$ cat src/rtl/vga_mainmenu_controller.sv
// Main-menu input controller: debounced buttons -> option grid navigation + start pulse.
// Optional AUTOREPEAT_EN macro enables held-direction auto-repeat.
module vga_mainmenu_controller #(
  parameter int unsigned DEBOUNCE_CYCLES = 4
`ifdef AUTOREPEAT_EN
  ,
  parameter int unsigned REPEAT_DELAY    = 25000000,
  parameter int unsigned REPEAT_PERIOD   = 5000000
`endif
) (
  input  logic        clock,
  input  logic        reset,
  input  logic        btn_up,
  input  logic        btn_down,
  input  logic        btn_left,
  input  logic        btn_right,
  input  logic        btn_select,
  input  logic        menu_return,
  output logic [2:0]  menu_sel,
  output logic [28:0] metadata,
  output logic        menu_active,
  output logic        start_pulse,
  output logic [2:0]  start_mode
);

  localparam int unsigned CW =
    (DEBOUNCE_CYCLES > 1) ? $clog2(DEBOUNCE_CYCLES) : 1;
  localparam logic [CW-1:0] CMAX = CW'(DEBOUNCE_CYCLES - 1);

  typedef enum logic [1:0] {
    MENU    = 2'd0,
    CONFIRM = 2'd1,
    LOCKED  = 2'd2
  } state_t;

  state_t      state_q;
  logic [2:0]  sel_q;
  logic [2:0]  sel_d;
  logic        active_q;
  logic        pulse_q;
  logic [2:0]  mode_q;

  // bit order: 0 up, 1 down, 2 left, 3 right, 4 select
  logic [4:0]    raw;
  logic [4:0]    sync1_q;
  logic [4:0]    sync2_q;
  logic [4:0]    stab_q;
  logic [4:0]    stab_d;
  logic [4:0]    prev_q;
  logic [CW-1:0] cnt_q [5];
  logic [CW-1:0] cnt_d [5];
  logic [4:0]    press;
  logic [4:0]    ev;

  assign raw = {btn_select, btn_right, btn_left, btn_down, btn_up};

  always_comb begin
    for (int i = 0; i < 5; i++) begin
      cnt_d[i]  = cnt_q[i];
      stab_d[i] = stab_q[i];
      if (sync2_q[i] == stab_q[i]) begin
        cnt_d[i] = '0;
      end else if (cnt_q[i] == CMAX) begin
        stab_d[i] = sync2_q[i];
        cnt_d[i]  = '0;
      end else begin
        cnt_d[i] = cnt_q[i] + 1'b1;
      end
    end
  end

  always_ff @(posedge clock) begin
    if (reset) begin
      sync1_q <= '0;
      sync2_q <= '0;
      stab_q  <= '0;
      prev_q  <= '0;
      for (int i = 0; i < 5; i++) cnt_q[i] <= '0;
    end else begin
      sync1_q <= raw;
      sync2_q <= sync1_q;
      stab_q  <= stab_d;
      prev_q  <= stab_q;
      for (int i = 0; i < 5; i++) cnt_q[i] <= cnt_d[i];
    end
  end

  assign press = stab_q & ~prev_q;

`ifdef AUTOREPEAT_EN
  localparam logic [31:0] RDLY = 32'(REPEAT_DELAY - 1);
  localparam logic [31:0] RPER = 32'(REPEAT_PERIOD - 1);

  logic [31:0] rpt_cnt_q;
  logic        rpt_first_q;
  logic        restart;
  logic        rpt_fire;
  logic [3:0]  held;

  assign held    = stab_q[3:0];
  assign restart = (|press) | (|(prev_q & ~stab_q));
  assign rpt_fire = !restart && (|held) && (state_q == MENU) &&
                    (rpt_first_q ? (rpt_cnt_q == RDLY)
                                 : (rpt_cnt_q == RPER));

  always_ff @(posedge clock) begin
    if (reset) begin
      rpt_cnt_q   <= '0;
      rpt_first_q <= 1'b1;
    end else if (restart || !(|held) || state_q != MENU) begin
      rpt_cnt_q   <= '0;
      rpt_first_q <= 1'b1;
    end else if (rpt_fire) begin
      rpt_cnt_q   <= '0;
      rpt_first_q <= 1'b0;
    end else begin
      rpt_cnt_q <= rpt_cnt_q + 32'd1;
    end
  end

  assign ev = press | {1'b0, held & {4{rpt_fire}}};
`else
  assign ev = press;
`endif

  // priority: up > down > left > right; select handled by the FSM
  always_comb begin
    sel_d = sel_q;
    if (ev[0]) begin
      case (sel_q)
        3'd1:    sel_d = 3'd0;
        3'd2:    sel_d = 3'd1;
        3'd4:    sel_d = 3'd3;
        default: sel_d = sel_q;
      endcase
    end else if (ev[1]) begin
      case (sel_q)
        3'd0:    sel_d = 3'd1;
        3'd1:    sel_d = 3'd2;
        3'd3:    sel_d = 3'd4;
        default: sel_d = sel_q;
      endcase
    end else if (ev[2]) begin
      case (sel_q)
        3'd3:    sel_d = 3'd0;
        3'd4:    sel_d = 3'd1;
        default: sel_d = sel_q;
      endcase
    end else if (ev[3]) begin
      case (sel_q)
        3'd0:    sel_d = 3'd3;
        3'd1:    sel_d = 3'd4;
        3'd2:    sel_d = 3'd4;
        default: sel_d = sel_q;
      endcase
    end
  end

  always_ff @(posedge clock) begin
    if (reset) begin
      state_q  <= MENU;
      sel_q    <= 3'd0;
      active_q <= 1'b1;
      pulse_q  <= 1'b0;
      mode_q   <= 3'd0;
    end else begin
      pulse_q <= 1'b0;
      case (state_q)
        MENU: begin
          if (ev[4]) begin
            state_q  <= CONFIRM;
            pulse_q  <= 1'b1;
            mode_q   <= sel_q;
            active_q <= 1'b0;
          end else begin
            sel_q <= sel_d;
          end
        end
        CONFIRM: begin
          state_q <= LOCKED;
        end
        LOCKED: begin
          if (menu_return) begin
            state_q  <= MENU;
            active_q <= 1'b1;
          end
        end
        default: begin
          state_q  <= MENU;
          active_q <= 1'b1;
        end
      endcase
    end
  end

  assign menu_sel    = sel_q;
  assign metadata    = {sel_q, 26'd0};
  assign menu_active = active_q;
  assign start_pulse = pulse_q;
  assign start_mode  = mode_q;

endmodule
$ cat config.mk
export PLATFORM = sky130hd
export DESIGN_NAME = vga_mainmenu_controller
export DESIGN_NICKNAME = d
export VERILOG_FILES = /design/src/rtl/vga_mainmenu_controller.sv
export SDC_FILE = /design/constraint.sdc
export NUM_CORES = 1
export LEC_CHECK = 0
export BUFFER_PORTS_ARGS = -buffer_cell sky130_fd_sc_hd__buf_2
export CORE_UTILIZATION = 52
export DETAILED_ROUTE_END_ITERATION = 6
export MAX_ROUTING_LAYER = met4
export PLACE_DENSITY = 0.88
export SLEW_MARGIN = 20
export SYNTH_ARGS = -nofsm -noshare
export SYNTH_HDL_FRONTEND = slang
export SYNTH_SLANG_ARGS = --single-unit
$ cat constraint.sdc
create_clock -name clock -period 1.85 [get_ports clock]
set_input_delay 0.0925 -clock clock [delete_from_list [all_inputs] [get_ports clock]]
set_output_delay 0.0925 -clock clock [all_outputs]
set_load 0.005 [all_outputs]
### Word level (Yosys, flattened, before mapping)

Memories as Yosys holds them, arrays and structs flattened.
Index checks and enable logic that the tools add are counted.

* bits in registers: 30
* memory bits (writable): 10
* bits of input ports: 8
* output and inout port bits: 37
* word-level logic and storage cells: 103
* memories kept: 1

Memory list
* cnt_q: words 5, bits a word 2, rd ports 5, clocked after memory_dff 0, write ports 5, RTL line 50 `logic [CW-1:0] cnt_q [5];`

* add/sub/neg operators: 5
* equality and inequality tests: 21
* mux-type cells: 33
* bitwise operators: 15
* reduce and logical (&&, ||, !) cells: 15

Operators by type and width (number)
* two-way mux 2 bit: 17
* case mux 3 bit (3 select lines): 2
* AND reduction 2 bit: 7
* == test 2 bit (second input constant): 6
* two-way mux 3 bit: 4
* case mux 3 bit (2 select lines): 2
* adder 2 x 1 -> 2 bit (second input constant): 5
* NOT 1 bit: 8
* AND reduction 7 bit: 1
* == test 3 x 2 -> 1 bit (second input constant): 2
* two-way mux 1 bit: 6
* case mux 2 bit (3 select lines): 1
* bitwise AND 5 bit: 1
* == test 1 bit: 5
* inequality test 5 x 2 -> 1 bit (second input constant): 1
* inequality test 5 x 3 -> 1 bit (second input constant): 1
* NOT 5 bit: 1
* bitwise OR 1 bit: 5
* nonzero test 5 bit: 1
* inequality test 2 bit (second input constant): 2
* inequality test 4 x 1 -> 1 bit (second input constant): 1
* nonzero test 4 bit: 1
* OR reduction 2 bit: 2
* == test 3 x 1 -> 1 bit (second input constant): 1
* 6 further kinds: 6

### Depth between registers and ports, before layout

Gate-level depths: netlist of run 1.

* word-level depth: 7
* depth in mapped cells: 6
* depth with buffers taken out: 5

### Worst setup path before layout of run 1

Ideal clock, no wire load.

* kind: register to register
* from: reg sel_q[0], in the netlist menu_sel[0]
* to: reg sel_q[0], in the netlist menu_sel[0]
* setup time: 121 ps
* arrival time: 1500 ps
* required time: 1729 ps
* setup slack: 229 ps
* stages on the path, launching flop included: 7
* path buffers: 1
* clock period less this slack: 1621 ps
* cell sequence: dfxtp_1 -> buf_2 -> nand2b_1 -> nor2_1 -> a2111o_1 -> nand3_2 -> mux2_4

* longest elaborated chain between the ends: 7
* elaborated cells between the ends (all ways): 19
* classes of those cells: eq/ne: 7; mux: 8; reduce/logical: 4

Ends and longest elaborated chain
* from (decl): RTL line 37 `logic [2:0] sel_q;`
* from (signal assigned): RTL line 176 `sel_q <= sel_d;`
* == test 3 x 2 -> 1 bit / == test 3 x 1 -> 1 bit (equally long branches): RTL line 130, 150, 137
* OR reduction 2 bit (no source line)
* case mux 3 bit (2 select lines): RTL line 150 `case (sel_q)`
* two-way mux 3 bit: RTL line 149 `end else if (ev[3]) begin`
* two-way mux 3 bit: RTL line 143 `end else if (ev[2]) begin`
* two-way mux 3 bit: RTL line 136 `end else if (ev[1]) begin`
* two-way mux 3 bit: RTL line 129 `if (ev[0]) begin`

Several ways; a longest one is shown, not always the timed one. The select of a mux whose other input is x is not followed.
A chain may end at the register's enable or synchronous reset.

### Final worst setup path of run 1

* from: reg stab_q[0]
* to: reg sel_q[0], in the netlist menu_sel[0]

* longest elaborated chain between the ends: 3
* elaborated cells between the ends (all ways): 8
* classes of those cells: eq/ne: 3; mux: 1; bitwise: 1; reduce/logical: 3

Ends and longest elaborated chain
* from (decl): RTL line 47 `logic [4:0] stab_q;`
* from (signal assigned): RTL line 82 `stab_q <= stab_d;`
* bitwise AND 5 bit (*): RTL line 88 `assign press = stab_q & ~prev_q;`
* inequality test 5 x 2 -> 1 bit (no source line), or another cell as far along
* AND reduction 7 bit (no source line)

Mark *: on every way between the ends. The rest lies on a longest branch, timed or not.

==> impl_results.md, run 1 <==
* Status: complete, no violations
* Critical path's largest stage delay at 0.43 ns
* EDFF count, synth at 0
* Syn Inst Count at 197
* Crit path launch type: register
* Ys Warns at 0
* Port bufs at 18
* Peak VDD IR at 0.000569 V
* Worst-path maximum fanout at 7
* Die width at 61.6 um
* Flops & latches, synth at 40
* Area growth, synth to finish at 6.85%
* Routed len/inst at between 9 and 10 um
* Psw at slightly above 300 uW
* RSZ-0062 raised after global routing: false
* Unique masters post-synth at 36
* Post-synthesis average cell area at 9.36 um2
* Pint at 1.18 mW
* Worst Path Arrival at 1.94 ns
* DP Wirelength at ~1.8 mm
* First-pass GRT wire length at 4.20 mm
* Reg-to-Reg Start: stab_q[0]
* Largest net degree at the start of global routing at 39
* Most common cell after layout, fill and taps aside: dfxtp_1
* Rows at 21
* Post-synthesis simple-gate area fraction at 0.213
* Routability cong. at 0.813
* Core ar. at 0.00336 mm2
* GRT overflow at 0
* Final net count at 230
* Vias at 1,209
* Num Clock Sinks at 40
* Vias per Instance at 4.58
* Critical-path cell list: and2b_1 > a21oi_4 > a2111o_1 > nand3_2 > mux2_4
* Pwr dens at 756 mW/mm2
* Leading area contributor after synthesis: dfxtp_1
* Slew at the pin closest to its max-slew limit at ~0.6 ns
* Req. time, crit path at 2.10 ns
* TNS Setup at 0 ns
* Largest family of logic cells by synthesized area: simple AND/OR/NAND/NOR gates
* Die height at 61.6 um
* Tightest Hold Check Type: in2reg
* Share of the synthesized area in the top cell type at 0.434
* Ys async rst share at 0
* Worst Skew at 0.0144 ns
* Final setup viols at 0
* Synth Area in Adders at 0.0339
* Initial DRC Count at 24
* Initial Util at 0.548
* DRC Markers at 0
* Seq/Total Area, Yosys at 0.434
* Antenna diodes at 0
* Critical Path Source: stab_q[0]
* Mux cell area share after synthesis at 0.0651
* Clock Tree Root: clkbuf_4
* Drt pass-1 iters at 5
* Slew Viols, Final at 0
* Die area at 0.00379 mm2
* Most frequent cells in the layout: dfxtp_1 (40), nor2_1 (28), conb_1 (26)
* Layout fillers at 309
* Fmax at 0.594 GHz
* Xor/xnor share of the synthesized area at 0.0285
* Compound-Gate Fraction of Synth Area at 0.0699
* Top cells by area, synth: dfxtp_1 (43%), buf_4 (12%), nor2b_1 (5.8%), nor2_1 (5.7%), mux2i_1 (4.9%)
* Max-Slew Margin vs Limit at 0.601
* Total Routing Usage GR at 0.159
* Setup Fix Bufs, Post-CTS at 0
* Max cap viols at 0
* Critical path capture point type: register
* Combinational share of power at 0.039
* Antenna violations before repair at 0
* Vias in the first global route at 1,008
* Tcrit/Tclk final at 0.909
* Top FF cell, synth: dfxtp_1
* IO Pins at 45
* Clk pwr share at 0.370
* H-tree depth at 2
* Startpoint of the worst hold path: menu_return
* Num CTS Buffers at 5
* Utilization after layout at 0.586
* Routed Antenna Nets at 0
* Storage cell area at 801 um2
* Reg clk slew, reported paths at around 0.12 ns
* Switching part of the total power at 0.206
* Final Hold Viols at 0
* Share of layout cells above drive strength 1 at 0.161
* Multi-input gate area at 855 um2
* CTS tree: built
* Leakage at 0.853 nW
* Setup CP Type: reg2reg
* Slowest stage cell, crit path: dfxtp_1
* Mapped Area at 0.00184 mm2
* Post-Route WL at 2.54 mm
* Worst skew pair latency at 0.35 ns
* Flop pwr share at 0.590
* Clock Tree Buf Depth at 2
* Min Tclk post-route at 1.68 ns
-- final cells by class --
| class | instances | area share |
|---|---|---|
| Clock buffer | 6 | 0.0210 |
| Clock inverter | 2 | 0.0178 |
| Inverter | 7 | 0.0133 |
| Multi-Input combinational cell | 138 | 0.434 |
| Sequential cell | 40 | 0.406 |
| Tap cell | 46 | 0.0292 |
| Timing Repair Buffer | 25 | 0.0787 |
-- sequential cells by signal, summed over array words and instances (netlist names) --
signal       cells
sync1_q          5
stab_q           5
sync2_q          5
menu_sel         3
start_mode       3
state_q          2
prev_q           5
start_pulse      1
cnt_q           10
menu_active      1
-- synth_stat cells (all sizes together) (3+ instances only) --
cell type	instances
nand2b	5
nor2b	17
dfxtp	40
or3	6
buf	31
xnor2	6
nor2	28
and2b	3
mux2i	9
inv	7
a21oi	3
ha	5
clkbuf	6
a31oi	3
nor3	7
-- metrics by stage --
step	setup slack [ns]	hold WS, ns	std cells	power [mW]	area, um2
6_report	0.167	0.0469	264	1.49	1970
3_3_place_gp	0.222	0.299	251	0.948	1840
3_5_place_dp	0.171	0.308	251	0.950	1840
5_1_grt	0.0814	0.0421	264	1.56	1970
2_1_floorplan	0.229	0.221	222	0.978	1940
4_1_cts	0.169	0.0370	264	1.51	1970
-- power groups by stage --
| stage | clock network [mW] | registers, mW | logic (mW) |
|---|---|---|---|
| floorplan | 0 | 0.898 | 0.0797 |
| global placement | 0 | 0.899 | 0.0492 |
| detailed placement | 0 | 0.900 | 0.0504 |
| CTS | 0.569 | 0.880 | 0.0581 |
| global route | 0.610 | 0.882 | 0.0699 |
| finish | 0.552 | 0.880 | 0.0584 |
-- routing by layer --
layer	routed length, um	up-vias	track usage
met1	1190	543	0.166
met4	36	0	0.0762
li1	-	631	-
met2	1200	33	0.275
met5	0	-	-
met3	118	2	0.0441
-- path summary, 6_finish.rpt --
check | endpoint | slack [ns] | cells past startpoint
max | menu_sel[0] | 0.17 | 5
min | state_q[1] | 0.05 | 4
max reg2reg | menu_sel[0] | 0.17 | 5
min reg2reg | cnt_q[0][6] | 0.42 | 1
-- critical path, delay by kind of cell (launching register included) --
family / cells / cell delay (ns)
AOI/OAI and AO/OA: 2 / 0.42
muxes: 1 / 0.30
DFF: 1 / 0.43
and+or+nand+nor: 2 / 0.44
-- logic make-up after synthesis --
group	after synthesis
DFF	40
xor gates and xnor gates	6
muxes	11
adders and majority gates	5
AOI/OAI and AO/OA	17
and+or+nand+nor	73
buffers and inverters	44
other	1
-- timing repair --
action	4_1_cts	5_1_grt
hold endpoints to repair	5	0
hold buffers	5	0
gates resized for setup	0	0
Power figures use the tool's default switching activity.
==> run 2, diff against run 1 <==
Settings changed: ABC_AREA set to 1.
==> impl_results.md, run 2 <==
* Num CTS Buffers at 5 (unchanged)
* Critical path capture point type: register
* Largest register FFs at 10 (unchanged)
* Vias in the first global route at 1,095 (+8.6%)
* Core ar. at 0.00334 mm2 (-0.78%)
* Final net count at 269 (+17%)
* Critical-path cell list: inv_1 > nand3_1 > nand2_1 > nor2_2 > nand2_1 > nand2_1 > nand2_2 > nand2_2 > nand2_1 > nand2_1 > nor2_2
* Crit path launch type: register
* Vias per Instance at 4.34 (-5.1%)
* Total Routing Usage GR at 0.168 (+0.00854)
* TNS Setup at 0 ns (unchanged)
* Leakage at 0.957 nW (+12%)
* Count leader, synth: dfxtp_1
* Post-synthesis average cell area at 7.70 um2 (-18%)
* Die width at 60.9 um (-1.1%)
* Clock Tree Buf Depth at 2 (unchanged)
* Setup CP Type: reg2reg
* Most frequent cells in the layout: dfxtp_1 (40), inv_1 (38), nor2_1 (38)
* Port bufs at 18 (unchanged)
* Final setup viols at 0 (unchanged)
* Antenna diodes at 0 (unchanged)
* Drt pass-1 iters at 6 (+1)
* Worst-path maximum fanout at 6 (-1)
* Die area at 0.00370 mm2 (-2.2%)
* Failing checks: DRC
* EDFF count, synth at 0 (unchanged)
* Mux cell area share after synthesis at 0 (-0.0651)
* Tcrit/Tclk final at 0.785 (-0.124)
* Clock Tree Root: clkbuf_4
* Top FF cell, synth: dfxtp_1
* Worst skew pair latency at 0.34 ns (about the same)
* Syn Inst Count at 234 (+19%)
* Final Hold Viols at 0 (unchanged)
* Ys async rst share at 0 (unchanged)
* Share of layout cells above drive strength 1 at 0.152 (-0.00821)
* Area growth, synth to finish at 8.13%
* Reg clk slew, reported paths at 0.11 ns (about the same)
* H-tree depth at 2 (unchanged)
* Routed Antenna Nets at 0 (unchanged)
* Die height at 60.9 um (-1.1%)
* Worst Skew at 0.00711 ns (-0.00727 ns)
* Most common cell after layout, fill and taps aside: dfxtp_1
* Req. time, crit path at 2.10 ns (about the same)
* Rows at 21 (unchanged)
* Share of the synthesized area in the top cell type at 0.444 (+0.0103)
* Synth Area in Adders at 0.0347 (+0.000801)
* Ys Warns at 0 (unchanged)
* Worst Path Arrival at 1.70 ns (-0.24 ns)
* Largest net degree at the start of global routing at 27 (-31%)
* Largest Register: cnt_q
* Tightest Hold Check Type: in2reg
* DP Wirelength at 1.86 mm (+2.9%)
* Antenna violations before repair at 0 (unchanged)
* Largest family of logic cells by synthesized area: buffers and inverters
* Seq/Total Area, Yosys at 0.444 (+0.0103)
* Status: finished, violations left
* Delay-heaviest family, CP: simple AND/OR/NAND/NOR gates
* Pwr dens at 830 mW/mm2 (+9.8%)
* RSZ-0062 raised after global routing: false
* Post-synthesis simple-gate area fraction at 0.192 (-0.0214)
* Critical path's largest stage delay at 0.47 ns (+0.04 ns)
* Routability cong. at 0.886 (+9.0%)
* IO Pins at 45 (unchanged)
* Xor/xnor share of the synthesized area at 0 (-0.0285)
* Reg-to-Reg Start: menu_sel[1]
* Slew Viols, Final at 0 (unchanged)
* GRT overflow at 0 (unchanged)
* Post-Route WL at 2.62 mm (+3.2%)
* Slowest stage cell, crit path: dfxtp_1
* Leading area contributor after synthesis: dfxtp_1
* Setup Fix Bufs, Post-CTS at 0 (unchanged)
* Initial DRC Count at 52 (+120%)
* Flops & latches, synth at 40 (unchanged)
* Utilization after layout at 0.584 (-0.00214)
* Compound-Gate Fraction of Synth Area at 0.109 (+0.0391)
* Top cells by area, synth: dfxtp_1 (44%), buf_4 (12%), inv_1 (7.9%), nor2_1 (7.9%), a21oi_1 (5.3%)
* Peak VDD IR at 0.000525 V (-7.7%)
* CTS tree: built
* Initial Util at 0.540 (-0.00843)
* Unique masters post-synth at 22 (-39%)
* Min Tclk post-route at 1.45 ns (-0.230 ns)
* Startpoint of the worst hold path: menu_return
* DRC Markers at 2 (+2)
* Fmax at 0.689 GHz (+16%)
* Most frequent cells after synthesis: dfxtp_1 (40), inv_1 (38), nor2_1 (38), buf_4 (29), nand2_1 (24)
* First-pass GRT wire length at 4.28 mm (+2.1%)
* Worst path bufs/invs at 1 (+1)
* Num Clock Sinks at 40 (unchanged)
* Mapped Area at 0.00180 mm2 (-2.3%)
* Critical Path Source: menu_sel[1]
* Routed len/inst at 8.68 um (-9.8%)
* Most frequent CP cell: nand2_1
* Max cap viols at 0 (unchanged)
* Vias at 1,312 (+8.5%)
==> run 2: cell types whose count changed in the layout (fill, tap and decap cells not counted), sizes merged, moves of 5 or more <==
cell    change
a21oi      +16
inv        +33
mux2i       -9
nand2      +27
nand2b      -5
nor2       +15
nor2b      -17
nor3        -6
o21ai       +9
or3         -6
xnor2       -6
==> run 2: worst paths after layout <==
| path | depth (start not counted) | to | slack [ns] |
|---|---|---|---|
| worst max register to register | 11 | menu_sel[2] | 0.40 |
| worst max-delay path | 11 | menu_sel[2] | 0.40 |
| worst min register to register | 2 | sync2_q[2] | 0.41 |
| worst min-delay path | 4 | state_q[1] | 0.05 |
==> run 2: what timing repair did <==
item / CTS / global route
resized for setup: 0 / 0
hold buffers: 5 / 0
endpoints found under the hold margin: 5 / 0
==> run 2: per-layer routing <==
layer	up-vias	global-route usage	wire length, um
met1	561	0.177	1260
met4	0	0.114	68
li1	708	-	-
met5	-	-	0
met3	6	0.0576	120
met2	37	0.264	1170
==> run 2: through the flow <==
step | power, mW | setup slack (ns) | instances | hold WS [ns] | instance area, um2
2_1_floorplan | 0.982 | 0.581 | 259 | 0.199 | 1900
3_3_place_gp | 0.951 | 0.410 | 290 | 0.292 | 1800
3_5_place_dp | 0.952 | 0.410 | 290 | 0.299 | 1800
4_1_cts | 1.64 | 0.393 | 302 | 0.0359 | 1950
5_1_grt | 1.68 | 0.216 | 302 | 0.0450 | 1950
6_report | 1.62 | 0.398 | 302 | 0.0515 | 1950
==> run 2: logic make-up (layout without fill, tap and decap cells) <==
family / Yosys count / after routing
and+or+nand+nor: 79 / 79
buffers and inverters: 73 / 70
DFF: 40 / 40
AOI/OAI and AO/OA: 36 / 36
adders and majority gates: 5 / 5
other: 1 / 26
==> run 2: report_power, final <==
group	switching [mW]	internal, mW	total [mW]
Clock	0.263	0.414	0.677
Combinational	0.0379	0.0222	0.0601
Sequential	0.00615	0.874	0.881
Total	0.307	1.31	1.62
==> run 2: area by class of cell <==
cell class / count / area, um2
fill: 302 / 1390
sequential: 40 / 801
multi-input combinational: 146 / 702
inverter: 40 / 150
timing repair buffer: 23 / 140
clock inverter: 2 / 60.1
tap: 46 / 57.6
clock buffer: 5 / 37.5
==> run 2: tightest hold or removal path: cells and delay by family <==
kind | cells | cell delay (ns)
and+or+nand+nor | 2 | 0.12
buffers and inverters | 1 | 0.08
AOI/OAI and AO/OA | 1 | 0.07
